## config.mk

```make
export PLATFORM = sky130hd
export DESIGN_NAME = kalman_step_scheduler
export DESIGN_NICKNAME = d
export VERILOG_FILES = /design/src/rtl/kalman_step_scheduler.sv
export SDC_FILE = /design/constraint.sdc
export NUM_CORES = 1
export LEC_CHECK = 0
export ABC_CLOCK_PERIOD_IN_PS = 5400
export BUFFER_PORTS_ARGS = -buffer_cell sky130_fd_sc_hd__buf_4
export CAP_MARGIN = 20
export CORE_MARGIN = 5
export CORE_UTILIZATION = 55
export CTS_CLUSTER_SIZE = 12
export DETAILED_ROUTE_END_ITERATION = 6
export PLACE_DENSITY = 0.77
export SLEW_MARGIN = 20
export SYNTH_ARGS = -nofsm -noshare
export SYNTH_HDL_FRONTEND = slang
export SYNTH_SLANG_ARGS = --single-unit
```

## constraint.sdc

```tcl
create_clock -name clk -period 5.4 [get_ports clk]
set_input_delay 0.27 -clock clk [delete_from_list [all_inputs] [get_ports clk]]
set_output_delay 0.27 -clock clk [all_outputs]
set_load 0.01 [all_outputs]
```

## src/rtl/kalman_step_scheduler.sv

```systemverilog
// kalman_step_scheduler: scalar Kalman predict/update sequencer owning x and P,
// with a 16-cycle restoring divider for the gain and a shared external multiplier.
module kalman_step_scheduler #(
    parameter logic        [15:0] P_INIT = 16'h7FFF,
    parameter logic signed [15:0] X_INIT = 16'sh0000
) (
    input  logic        clk,
    input  logic        rst_n,
    input  logic [15:0] z,
    input  logic        z_valid,
    input  logic [15:0] q_noise,
    input  logic [15:0] r_noise,
    output logic        mul_req,
    output logic [16:0] mul_a,
    output logic [16:0] mul_b,
    input  logic        mul_ack,
    input  logic [33:0] mul_p,
    output logic [15:0] x,
    output logic        x_valid,
    output logic [15:0] p_out,
    output logic        busy,
    output logic        overrun
);

    localparam logic [2:0] S_IDLE    = 3'd0;
    localparam logic [2:0] S_PREDICT = 3'd1;
    localparam logic [2:0] S_DIVIDE  = 3'd2;
    localparam logic [2:0] S_MUL_X   = 3'd3;
    localparam logic [2:0] S_MUL_P   = 3'd4;
    localparam logic [2:0] S_DONE    = 3'd5;

    logic [2:0]  state_q, state_d;
    logic [15:0] x_q, x_d;
    logic [15:0] p_q, p_d;
    logic [15:0] z_q, z_d;
    logic [15:0] pend_q, pend_d;
    logic        pend_full_q, pend_full_d;
    logic [15:0] pp_q, pp_d;
    logic [16:0] den_q, den_d;
    logic [15:0] e_q, e_d;
    logic [16:0] rem_q, rem_d;
    logic [15:0] dvd_q, dvd_d;
    logic [15:0] quo_q, quo_d;
    logic [3:0]  cnt_q, cnt_d;

    logic [16:0]        sum17;
    logic [15:0]        pp_new;
    logic [16:0]        den_new;
    logic [33:0]        diff;
    logic [17:0]        trial;
    logic               ge;
    logic [15:0]        k;
    logic signed [33:0] prod_sh;
    logic [33:0]        xsum;
    logic               take_pend;

    function automatic logic [15:0] sat16(input logic [33:0] v);
        logic signed [33:0] s;
        s = $signed(v);
        if (s > 34'sd32767)
            sat16 = 16'h7FFF;
        else if (s < -34'sd32768)
            sat16 = 16'h8000;
        else
            sat16 = v[15:0];
    endfunction

    always_comb begin
        sum17   = {1'b0, p_q} + {1'b0, q_noise};
        pp_new  = sum17[16] ? 16'hFFFF : sum17[15:0];
        den_new = {1'b0, pp_new} + {1'b0, r_noise};
        diff    = {{18{z_q[15]}}, z_q} - {{18{x_q[15]}}, x_q};
        trial   = {rem_q, dvd_q[15]};
        ge      = trial >= {1'b0, den_q};
        // den==0 also yields an all-ones quotient, so one clamp covers both
        k       = (den_q == 17'd0 || quo_q[15]) ? 16'h7FFF : quo_q;
        prod_sh = $signed(mul_p) >>> 15;
        xsum    = {{18{x_q[15]}}, x_q} + prod_sh;
    end

    assign take_pend = pend_full_q &&
                       (state_q == S_IDLE || state_q == S_DONE);

    assign busy    = state_q != S_IDLE;
    assign x_valid = state_q == S_DONE;
    assign x       = x_q;
    assign p_out   = p_q;
    assign overrun = z_valid && pend_full_q && !take_pend;

    assign mul_req = state_q == S_MUL_X || state_q == S_MUL_P;
    assign mul_a   = mul_req ? {1'b0, k} : 17'd0;

    always_comb begin
        mul_b = 17'd0;
        if (state_q == S_MUL_X)
            mul_b = {e_q[15], e_q};
        else if (state_q == S_MUL_P)
            mul_b = {1'b0, pp_q};
    end

    always_comb begin
        state_d     = state_q;
        x_d         = x_q;
        p_d         = p_q;
        z_d         = z_q;
        pend_d      = pend_q;
        pend_full_d = pend_full_q;
        pp_d        = pp_q;
        den_d       = den_q;
        e_d         = e_q;
        rem_d       = rem_q;
        dvd_d       = dvd_q;
        quo_d       = quo_q;
        cnt_d       = cnt_q;

        if (take_pend)
            pend_full_d = 1'b0;
        if (z_valid && (state_q != S_IDLE || pend_full_q)) begin
            pend_d      = z;
            pend_full_d = 1'b1;
        end

        case (state_q)
            S_IDLE: begin
                if (take_pend) begin
                    z_d     = pend_q;
                    state_d = S_PREDICT;
                end else if (z_valid) begin
                    z_d     = z;
                    state_d = S_PREDICT;
                end
            end
            S_PREDICT: begin
                pp_d    = pp_new;
                den_d   = den_new;
                e_d     = sat16(diff);
                // top 15 dividend bits start the remainder; Pp[0] feeds first
                rem_d   = {2'b00, pp_new[15:1]};
                dvd_d   = {pp_new[0], 15'd0};
                quo_d   = 16'd0;
                cnt_d   = 4'd0;
                state_d = S_DIVIDE;
            end
            S_DIVIDE: begin
                rem_d = 17'(ge ? trial - {1'b0, den_q} : trial);
                dvd_d = {dvd_q[14:0], 1'b0};
                quo_d = {quo_q[14:0], ge};
                cnt_d = cnt_q + 4'd1;
                if (cnt_q == 4'd15)
                    state_d = S_MUL_X;
            end
            S_MUL_X: begin
                if (mul_ack) begin
                    x_d     = sat16(xsum);
                    state_d = S_MUL_P;
                end
            end
            S_MUL_P: begin
                if (mul_ack) begin
                    p_d     = pp_q - mul_p[30:15];
                    state_d = S_DONE;
                end
            end
            S_DONE: begin
                if (take_pend) begin
                    z_d     = pend_q;
                    state_d = S_PREDICT;
                end else begin
                    state_d = S_IDLE;
                end
            end
            default: state_d = S_IDLE;
        endcase
    end

    always_ff @(posedge clk or negedge rst_n) begin
        if (!rst_n) begin
            state_q     <= S_IDLE;
            x_q         <= X_INIT;
            p_q         <= P_INIT;
            z_q         <= 16'd0;
            pend_q      <= 16'd0;
            pend_full_q <= 1'b0;
            pp_q        <= 16'd0;
            den_q       <= 17'd0;
            e_q         <= 16'd0;
            rem_q       <= 17'd0;
            dvd_q       <= 16'd0;
            quo_q       <= 16'd0;
            cnt_q       <= 4'd0;
        end else begin
            state_q     <= state_d;
            x_q         <= x_d;
            p_q         <= p_d;
            z_q         <= z_d;
            pend_q      <= pend_d;
            pend_full_q <= pend_full_d;
            pp_q        <= pp_d;
            den_q       <= den_d;
            e_q         <= e_d;
            rem_q       <= rem_d;
            dvd_q       <= dvd_d;
            quo_q       <= quo_d;
            cnt_q       <= cnt_d;
        end
    end

endmodule

```

==> results of run 1 <==
-- report_power, final --
group | internal (mW) | switching (mW)
combinational | 2.76 | 3.60
clock | 0.625 | 0.586
sequential | 1.73 | 0.534
total | 5.11 | 4.72
-- synthesized netlist by cell type, drive strengths merged, types with 19 or more instances --
master / instances / area share, %
nor3: 32 / 1.4
ha: 100 / 11
xor2: 24 / 1.9
o21a: 34 / 2.3
a21oi: 92 / 4.1
inv: 88 / 2.9
nand2: 135 / 4.5
o22ai: 19 / 1.1
a22o: 32 / 2.5
a21o: 23 / 1.5
clkbuf: 46 / 1.5
nand3: 21 / 0.93
xnor2: 43 / 3.3
dfrtp: 140 / 31
nor2: 75 / 2.5
o21ai: 109 / 4.9
-- critical path, stage by stage, from the launching register on --
cell and delay, ns:
dfstp_2 0.39, ha_1 0.21, fa_1 0.41, a21o_1 0.19, a21o_1 0.21, a21oi_1 0.29
o31ai_2 0.16, o211ai_1 0.23, nand4b_1 0.13, buf_4 0.18, nor2_1 0.23, inv_1 0.09
ha_1 0.29, o21ai_1 0.08, a21boi_0 0.26, o21ai_1 0.13, a211oi_1 0.36, nor3_1 0.12
o41ai_1 0.53, a2111oi_0 0.20, nor2_1 0.14
-- final timing paths --
check                      cells after the start          to      from  slack [ns]
max                                           20   den_q[16]  p_out[0]        0.51
min                                            2  pend_q[12]     z[12]        0.07
max in group asynchronous                      3    rem_q[2]     rst_n        3.89
min in group asynchronous                      2   den_q[12]     rst_n        0.38
max reg2reg                                   20   den_q[16]  p_out[0]        0.51
min reg2reg                                    2     e_q[15]   e_q[15]        0.47
-- sequential cells by signal, summed over array words and instances (netlist names) --
signal	flops
pend_full_q	1
e_q	16
pend_q	16
rem_q	17
den_q	17
quo_q	16
p_out	16
state_q	3
z_q	16
x	16
dvd_q	1
pp_q	16
cnt_q	4
-- layout make-up --
type,instances,area share (%)
Timing Repair Buffer,156,8.95
Inverter,88,2.51
Clock buffer,17,3.23
Multi-Input combinational cell,979,51.8
Sequential cell,155,29.6
Clock inverter,15,1.32
Tap cell,270,2.57
-- metal layers --
layer / track usage, % / wire length [microns]
met1: 34.0 / 13200
met2: 43.6 / 15100
met3: 5.00 / 1490
met4: 8.74 / 960
met5: 0 / 20
-- repair_timing --
item	CTS	global route
hold endpoints to repair	46	0
hold buffers	1	0
gates resized for setup	0	1
endpoints found under the setup margin	0	2
-- logic make-up (layout without fill, tap and decap cells) --
kind of cell,after synthesis,count (layout)
AOI/OAI and AO/OA,423,423
and+or+nand+nor,359,359
DFF,155,155
buffers and inverters,146,276
adders and majority gates,108,108
xor gates and xnor gates,67,67
muxes,20,20
other,1,2
-- cell usage in the layout, fill, tap and decap left out, types with 5 or more instances in the layout --
master,instances
buf_4,154
dfrtp_1,140
nand2_1,135
ha_1,100
o21ai_0,91
a21oi_1,90
inv_1,88
nor2_1,74
xnor2_1,43
o21a_1,34
nor3_1,32
a22o_1,32
xor2_1,24
a21o_1,23
nand3_1,21
o22ai_1,19
o21ai_1,18
mux2_2,17
clkbuf_16,17
dfstp_2,15
and3_1,14
o31ai_1,13
nand2b_1,13
and2_1,10
a31oi_1,10
nor2b_1,10
or2_2,9
a211oi_1,9
o221a_1,9
or3_1,8
o211ai_1,7
nor4_1,7
a221o_1,6
fa_1,6
o21bai_1,5
o41ai_1,5
o31a_1,5
inv_8,5
-- per-stage QoR --
step           instance area [sq um]  utilization, %  power (mW)
2_1_floorplan                  11200               -        6.83
3_3_place_gp                   12500            62.1        8.36
3_5_place_dp                   12500            62.1        8.53
4_1_cts                        13100            65.1        9.81
5_1_grt                        13200            65.2        10.7
6_report                       13200            65.2        9.83
==> reports/metrics.csv, run 1 <==
stage,metric,value,unit
run_status,status,"complete, no violations",
power_and_ir_drop,PwrDens,747,nW/um^2
sta,Peak Freq,204,MHz
sta,final worst slack,0.507,ns
cts,Root Buffer,clkbuf_16,
logic_synthesis,fraction of registers with async set/reset,100,%
logic_synthesis,Compound-Gate Fraction of Synth Area,25.7,%
logic_synthesis,"Cell Area, Synth",11200,sq um
sta,Hold Fails Final Rpt,0,
worst_setup_path,CP Launch Type,register,
worst_setup_path,CP required,5.76,ns
global_routing,overall routing resource usage,26.0,%
cts,clock buffer depth,2,
drt,routed vias/inst,5.94,
worst_setup_path,worst setup path class,register to register,
placed_design,DP HPWL,23300,microns
drt,Routed WL,30800,microns
cts,Setup Buffers After CTS,0,
sta,max-slew violation count,0,
logic_synthesis,#FFs+latches synth,155,
logic_synthesis,Avg Synthesized Cell Area,8.79,sq um
layout,share of layout cells above drive strength 1,17.7,%
logic_synthesis,Synth Area in Simple Gates,15.0,%
cts,Num CTS Buffers,17,
die,core box area,20200,sq um
cts,H-tree depth reported by CTS,4,
logic_synthesis,mux cell area share after synthesis,1.97,%
logic_synthesis,Adder-Cell Fraction of Synth Area,12.4,%
global_routing,grt total ovfl,0,
layout,Reg area,3900,sq um
placed_design,routability cong.,0.921,
logic_synthesis,xor and xnor area share after synthesis,5.22,%
power_and_ir_drop,LEAKAGE,6.28,nW
global_routing,first-pass GRT wire length,49700,microns
drt,Detail Route Antenna Nets,0,
die,Initial Util,55.7,%
layout,Layout fillers,1726,
global_routing,largest net degree at the start of global routing,62,
placed_design,Placed Cells,1646,
cts,clock sinks,155,
layout,"Net count, final",1589,
sta,Final Cycle Share,90.6,%
logic_synthesis,Syn Inst Count,1279,
logic_synthesis,YS warnings,0,
cts,CTS tree,yes,
drt,1st-iter DRT viols,568,
worst_setup_path,critical path arrival,5.26,ns
sta,RSZ-0062 raised after global routing,false,
worst_setup_path,Crit. End Element,register,
drt,drt drc,0,
worst_setup_path,Critical Path Fanout Max,8,
cts,clock latency on the worst-skew pair,0.44,ns
die,Die Wd,153,microns
power_and_ir_drop,maximum vdd ir drop,0.000465,V
die,Rows,52,
sta,Rel. slew slack,33.9,%
logic_synthesis,post-synthesis sequential area ratio,34.7,%
layout,diodes inserted,0,
placed_design,# port buffers,138,
sta,setup tns final,0,ns
layout,Multi-input gate area,6810,sq um
sta,crit path time final,4.89,ns
cts,clk slew on worst S/H paths,0.08,ns
logic_synthesis,Yosys cell types,81,
die,Die Span Y,153,microns
sta,Slew @ Worst Pin,0.985,ns
sta,Max Clock Skew,0.0115,ns
die,full die area,23400,sq um
placed_design,"worst slack, placed",0.462,ns
drt,1st-pass router iterations,5,
global_routing,vias in the first global route,9701,
logic_synthesis,Post-synth EDFFs,0,
drt,DR WL/cell,18.3,microns
logic_synthesis,main combinational cell family by area after synthesis,compound AO/OA/AOI/OAI gates,
die,IO Pins,156,
sta,final setup vio count,0,
worst_hold_path,HP Class,input port to register,
layout,non-filler instance count after layout,1680,
layout,Layout area overhead,17.0,%
global_routing,antenna violations before repair,1,
sta,Worst Hold Slack,0.0708,ns
logic_synthesis,Most used DFF post-synth,dfrtp_1,
drt,vias after detailed routing,9974,
job,MaxCap Viol Count,0,
Power figures use the tool's default switching activity.
==> run 2: changes to the inputs <==
ABC_AREA = 1   (was unset)
PLACE_DENSITY = 0.76   (was 0.77)
==> reports/metrics.csv, run 2 <==
stage,metric,value,unit,change
run_status,status,"complete, no violations",,unchanged
logic_synthesis,YS warnings,0,,unchanged
worst_setup_path,Worst path max stage delay,0.41,ns,was 0.53 ns
drt,routed vias/inst,5.47,,was 5.94
cts,Root Buffer,clkbuf_16,,unchanged
logic_synthesis,"top cells by area, synth","dfrtp_1, nand2_1, ha_1, inv_1, o21ai_0",,"was dfrtp_1, ha_1, nand2_1, a21oi_1, o21ai_0"
power_and_ir_drop,Final Power,10.1,mW,was 9.83 mW
worst_setup_path,R2R Path End,den_q[10],,was den_q[16]
die,Die Wd,158,microns,was 153 microns
sta,Peak Freq,232,MHz,was 204 MHz
logic_synthesis,"count leader, synth",nand2_1,,was dfrtp_1
cts,clock sinks,155,,unchanged
logic_synthesis,main combinational cell family by area after synthesis,simple AND/OR/NAND/NOR gates,,was compound AO/OA/AOI/OAI gates
power_and_ir_drop,LEAKAGE,7.32,nW,was 6.28 nW
worst_setup_path,Crit-path slowest cell,fa_1,,was o41ai_1
worst_hold_path,hold path startpoint,mul_ack,,was z[12]
sta,crit path time final,4.30,ns,was 4.89 ns
placed_design,# port buffers,138,,unchanged
sta,Slew @ Worst Pin,1.10,ns,was 0.985 ns
worst_setup_path,Critical Path Fanout Max,15,,was 8
worst_setup_path,CP Launch Type,register,,unchanged
logic_synthesis,Syn Inst Count,1624,,"was 1,279"
die,Die Span Y,158,microns,was 153 microns
worst_setup_path,critical path arrival,4.59,ns,was 5.26 ns
layout,Layout area overhead,15.2,%,was 17.0%
die,IO Pins,156,,unchanged
global_routing,first-pass GRT wire length,53400,microns,"was 49,700 microns"
layout,diodes inserted,0,,unchanged
logic_synthesis,post-synth top area cell,dfrtp_1,,unchanged
cts,CTS Hold Buffers Added,1,,unchanged
worst_setup_path,Reg-to-Reg Start,p_out[0],,unchanged
cts,Num CTS Buffers,17,,unchanged
sta,Final Cycle Share,79.7,%,was 90.6%
die,Initial Util,55.4,%,was 55.7%
layout,"most common cell after layout, fill and taps aside",nand2_1,,was buf_4
worst_hold_path,WHS Endpoint,state_q[0],,was pend_q[12]
layout,"commonest non-fill, non-tap cells in the layout","nand2_1, inv_1, buf_4",,"was buf_4, dfrtp_1, nand2_1"
sta,max-slew violation count,0,,unchanged
logic_synthesis,Adder-Cell Fraction of Synth Area,11.4,%,was 12.4%
logic_synthesis,Avg Synthesized Cell Area,7.39,sq um,was 8.79 sq um
global_routing,vias in the first global route,10700,,"was 9,701"
worst_setup_path,r2r setup slk,1.10,ns,was 0.51 ns
job,MaxCap Viol Count,0,,unchanged
drt,vias after detailed routing,11200,,"was 9,974"
drt,DR WL/cell,16.1,microns,was 18.3 microns
drt,Routed WL,33000,microns,"was 30,800 microns"
cts,clock latency on the worst-skew pair,0.43,ns,was 0.44 ns
layout,"Net count, final",1943,,"was 1,589"
worst_setup_path,"delay-heaviest family, CP",simple AND/OR/NAND/NOR gates,,was compound AO/OA/AOI/OAI gates
die,Rows,54,,was 52
cts,CTS tree,yes,,unchanged
cts,H-tree depth reported by CTS,4,,unchanged
sta,Rel. slew slack,26.8,%,was 33.9%
logic_synthesis,mux cell area share after synthesis,1.50,%,was 1.97%
worst_setup_path,"Buf+Inv Stages, Crit Path",5,,was 2
logic_synthesis,Most used DFF post-synth,dfrtp_1,,unchanged
drt,Detail Route Antenna Nets,0,,unchanged
sta,setup tns final,0,ns,unchanged
logic_synthesis,Yosys top cell area share,29.2,%,was 31.2%
die,core box area,21700,sq um,"was 20,200 sq um"
worst_setup_path,FF-to-FF path depth,24,,was 20
placed_design,routability cong.,0.967,,was 0.921
drt,1st-iter DRT viols,775,,was 568
power_and_ir_drop,maximum vdd ir drop,0.000456,V,was 0.000465 V
sta,Max Clock Skew,0.0124,ns,was 0.0115 ns
sta,RSZ-0062 raised after global routing,false,,unchanged
cts,post_cts resized,0,,unchanged
cts,clk slew on worst S/H paths,0.07,ns,was 0.08 ns
global_routing,antenna violations before repair,0,,was 1
logic_synthesis,post-synthesis sequential area ratio,32.5,%,was 34.7%
logic_synthesis,fraction of registers with async set/reset,100,%,unchanged
worst_setup_path,CP required,5.68,ns,was 5.76 ns
worst_setup_path,CP Cell Sequence,ha_1 > fa_1 > nand3_1 > nand2_1 > a21oi_2 > o21ai_2 > a21oi_4 > inv_2 > or2_1 > ha_1 > inv_1 > fa_1 > inv_1 > nand3_1 > nand3_1 > inv_1 > nor2_1 > nor2_1 > o21ai_0 > a21oi_1 > inv_1 > or2_2 > nand3_1 > o21ai_0,,was ha_1 > fa_1 > a21o_1 > a21o_1 > a21oi_1 > o31ai_2 > o211ai_1 > nand4b_1 > buf_4 > nor2_1 > inv_1 > ha_1 > o21ai_1 > a21boi_0 > o21ai_1 > a211oi_1 > nor3_1 > o41ai_1 > a2111oi_0 > nor2_1
layout,share of layout cells above drive strength 1,16.5,%,was 17.7%
logic_synthesis,Yosys cell types,54,,was 81
layout,Largest regs,"den_q x17, rem_q x17",,unchanged
worst_setup_path,worst setup path class,register to register,,unchanged
worst_hold_path,HP Class,input port to register,,unchanged
cts,clock buffer depth,2,,unchanged
global_routing,grt total ovfl,0,,unchanged
global_routing,largest net degree at the start of global routing,75,,was 62
logic_synthesis,leading cell types by count after synthesis,"nand2_1, inv_1, dfrtp_1",,"was dfrtp_1, nand2_1, ha_1"
global_routing,overall routing resource usage,26.7,%,was 26.0%
worst_hold_path,hold path depth,2,,unchanged
die,full die area,24900,sq um,"was 23,400 sq um"
logic_synthesis,Compound-Gate Fraction of Synth Area,18.3,%,was 25.7%
drt,1st-pass router iterations,5,,unchanged
placed_design,DP HPWL,26000,microns,"was 23,300 microns"
logic_synthesis,Synth Area in Simple Gates,22.5,%,was 15.0%
logic_synthesis,xor and xnor area share after synthesis,4.01,%,was 5.22%
power_and_ir_drop,PwrDens,733,nW/um^2,was 747 nW/um^2
logic_synthesis,Post-synth EDFFs,0,,unchanged
drt,drt drc,0,,unchanged
sta,final setup vio count,0,,unchanged
cts,Setup Buffers After CTS,0,,unchanged
logic_synthesis,#FFs+latches synth,155,,unchanged
logic_synthesis,"Cell Area, Synth",12000,sq um,"was 11,200 sq um"
worst_setup_path,Crit. End Element,register,,unchanged
sta,Hold Fails Final Rpt,0,,unchanged
run 2: per-stage QoR:
stage | setup WS, ns | utilization, % | hold slack (ns) | area, sq um | instances
finish | 1.10 | 63.8 | 0.0661 | 13800 | 2044
global route | 0.735 | 63.8 | 0.0501 | 13800 | 2044
CTS | 1.15 | 63.7 | 0.0559 | 13800 | 2044
detailed placement | 1.13 | 61.1 | 0.326 | 13200 | 2011
global placement | 1.21 | 61.1 | 0.327 | 13200 | 2011
floorplan | 1.75 | - | -0.0256 | 12000 | 1625
run 2: layer usage:
layer,track usage [%],up-vias,routed length (microns),part of all wire [%]
met5,0,-,0,0
met4,6.55,0,610,1.9
met3,4.13,45,1800,5.4
met2,45.7,279,16000,48
met1,35.6,5245,14600,44
li1,-,5615,-,-
run 2: logic make-up after synthesis:
family / Yosys count
XOR/XNOR: 55
multiplexers: 16
AND/OR/NAND/NOR: 620
adder cells (fa/ha/maj): 106
other: 1
buffers and inverters: 296
AO/OA/AOI/OAI: 375
flip-flops: 155
run 2: worst reg2reg max path: cells and delay by family, from the launching register on:
family,cells,cell delay [ns]
flops,1,0.38
simple gates,9,1.23
fa+ha+maj,4,1.04
buf+inv,5,0.35
compound gates,6,1.20
run 2: area by class of cell:
cell class / instances / area (sq um)
inverter: 259 / 972
timing repair buffer: 144 / 1090
multi-input combinational: 1174 / 6960
fill: 1982 / 7860
clock buffer: 17 / 425
tap: 280 / 350
sequential: 155 / 3900
clock inverter: 15 / 139
run 2: worst max-delay path by stage:
| stage | cells past startpoint | startpoint | slack [ns] | end |
|---|---|---|---|---|
| final | 24 | p_out[0] | 1.10 | den_q[10] |
| after global routing | 20 | p_out[0] | 0.73 | den_q[11] |
| after CTS | 24 | p_out[0] | 1.15 | den_q[10] |
| after detailed placement | 25 | q_noise[0] | 1.13 | den_q[10] |
| after global placement | 25 | q_noise[0] | 1.21 | den_q[10] |
| after floorplan | 24 | p_out[0] | 1.75 | den_q[10] |
run 2: report_power, final:
group	leakage (nW)	switching [mW]	internal, mW
Combinational	5.21	4.29	2.56
Clock	0.279	0.511	0.643
Sequential	1.83	0.421	1.72
Total	7.32	5.22	4.92
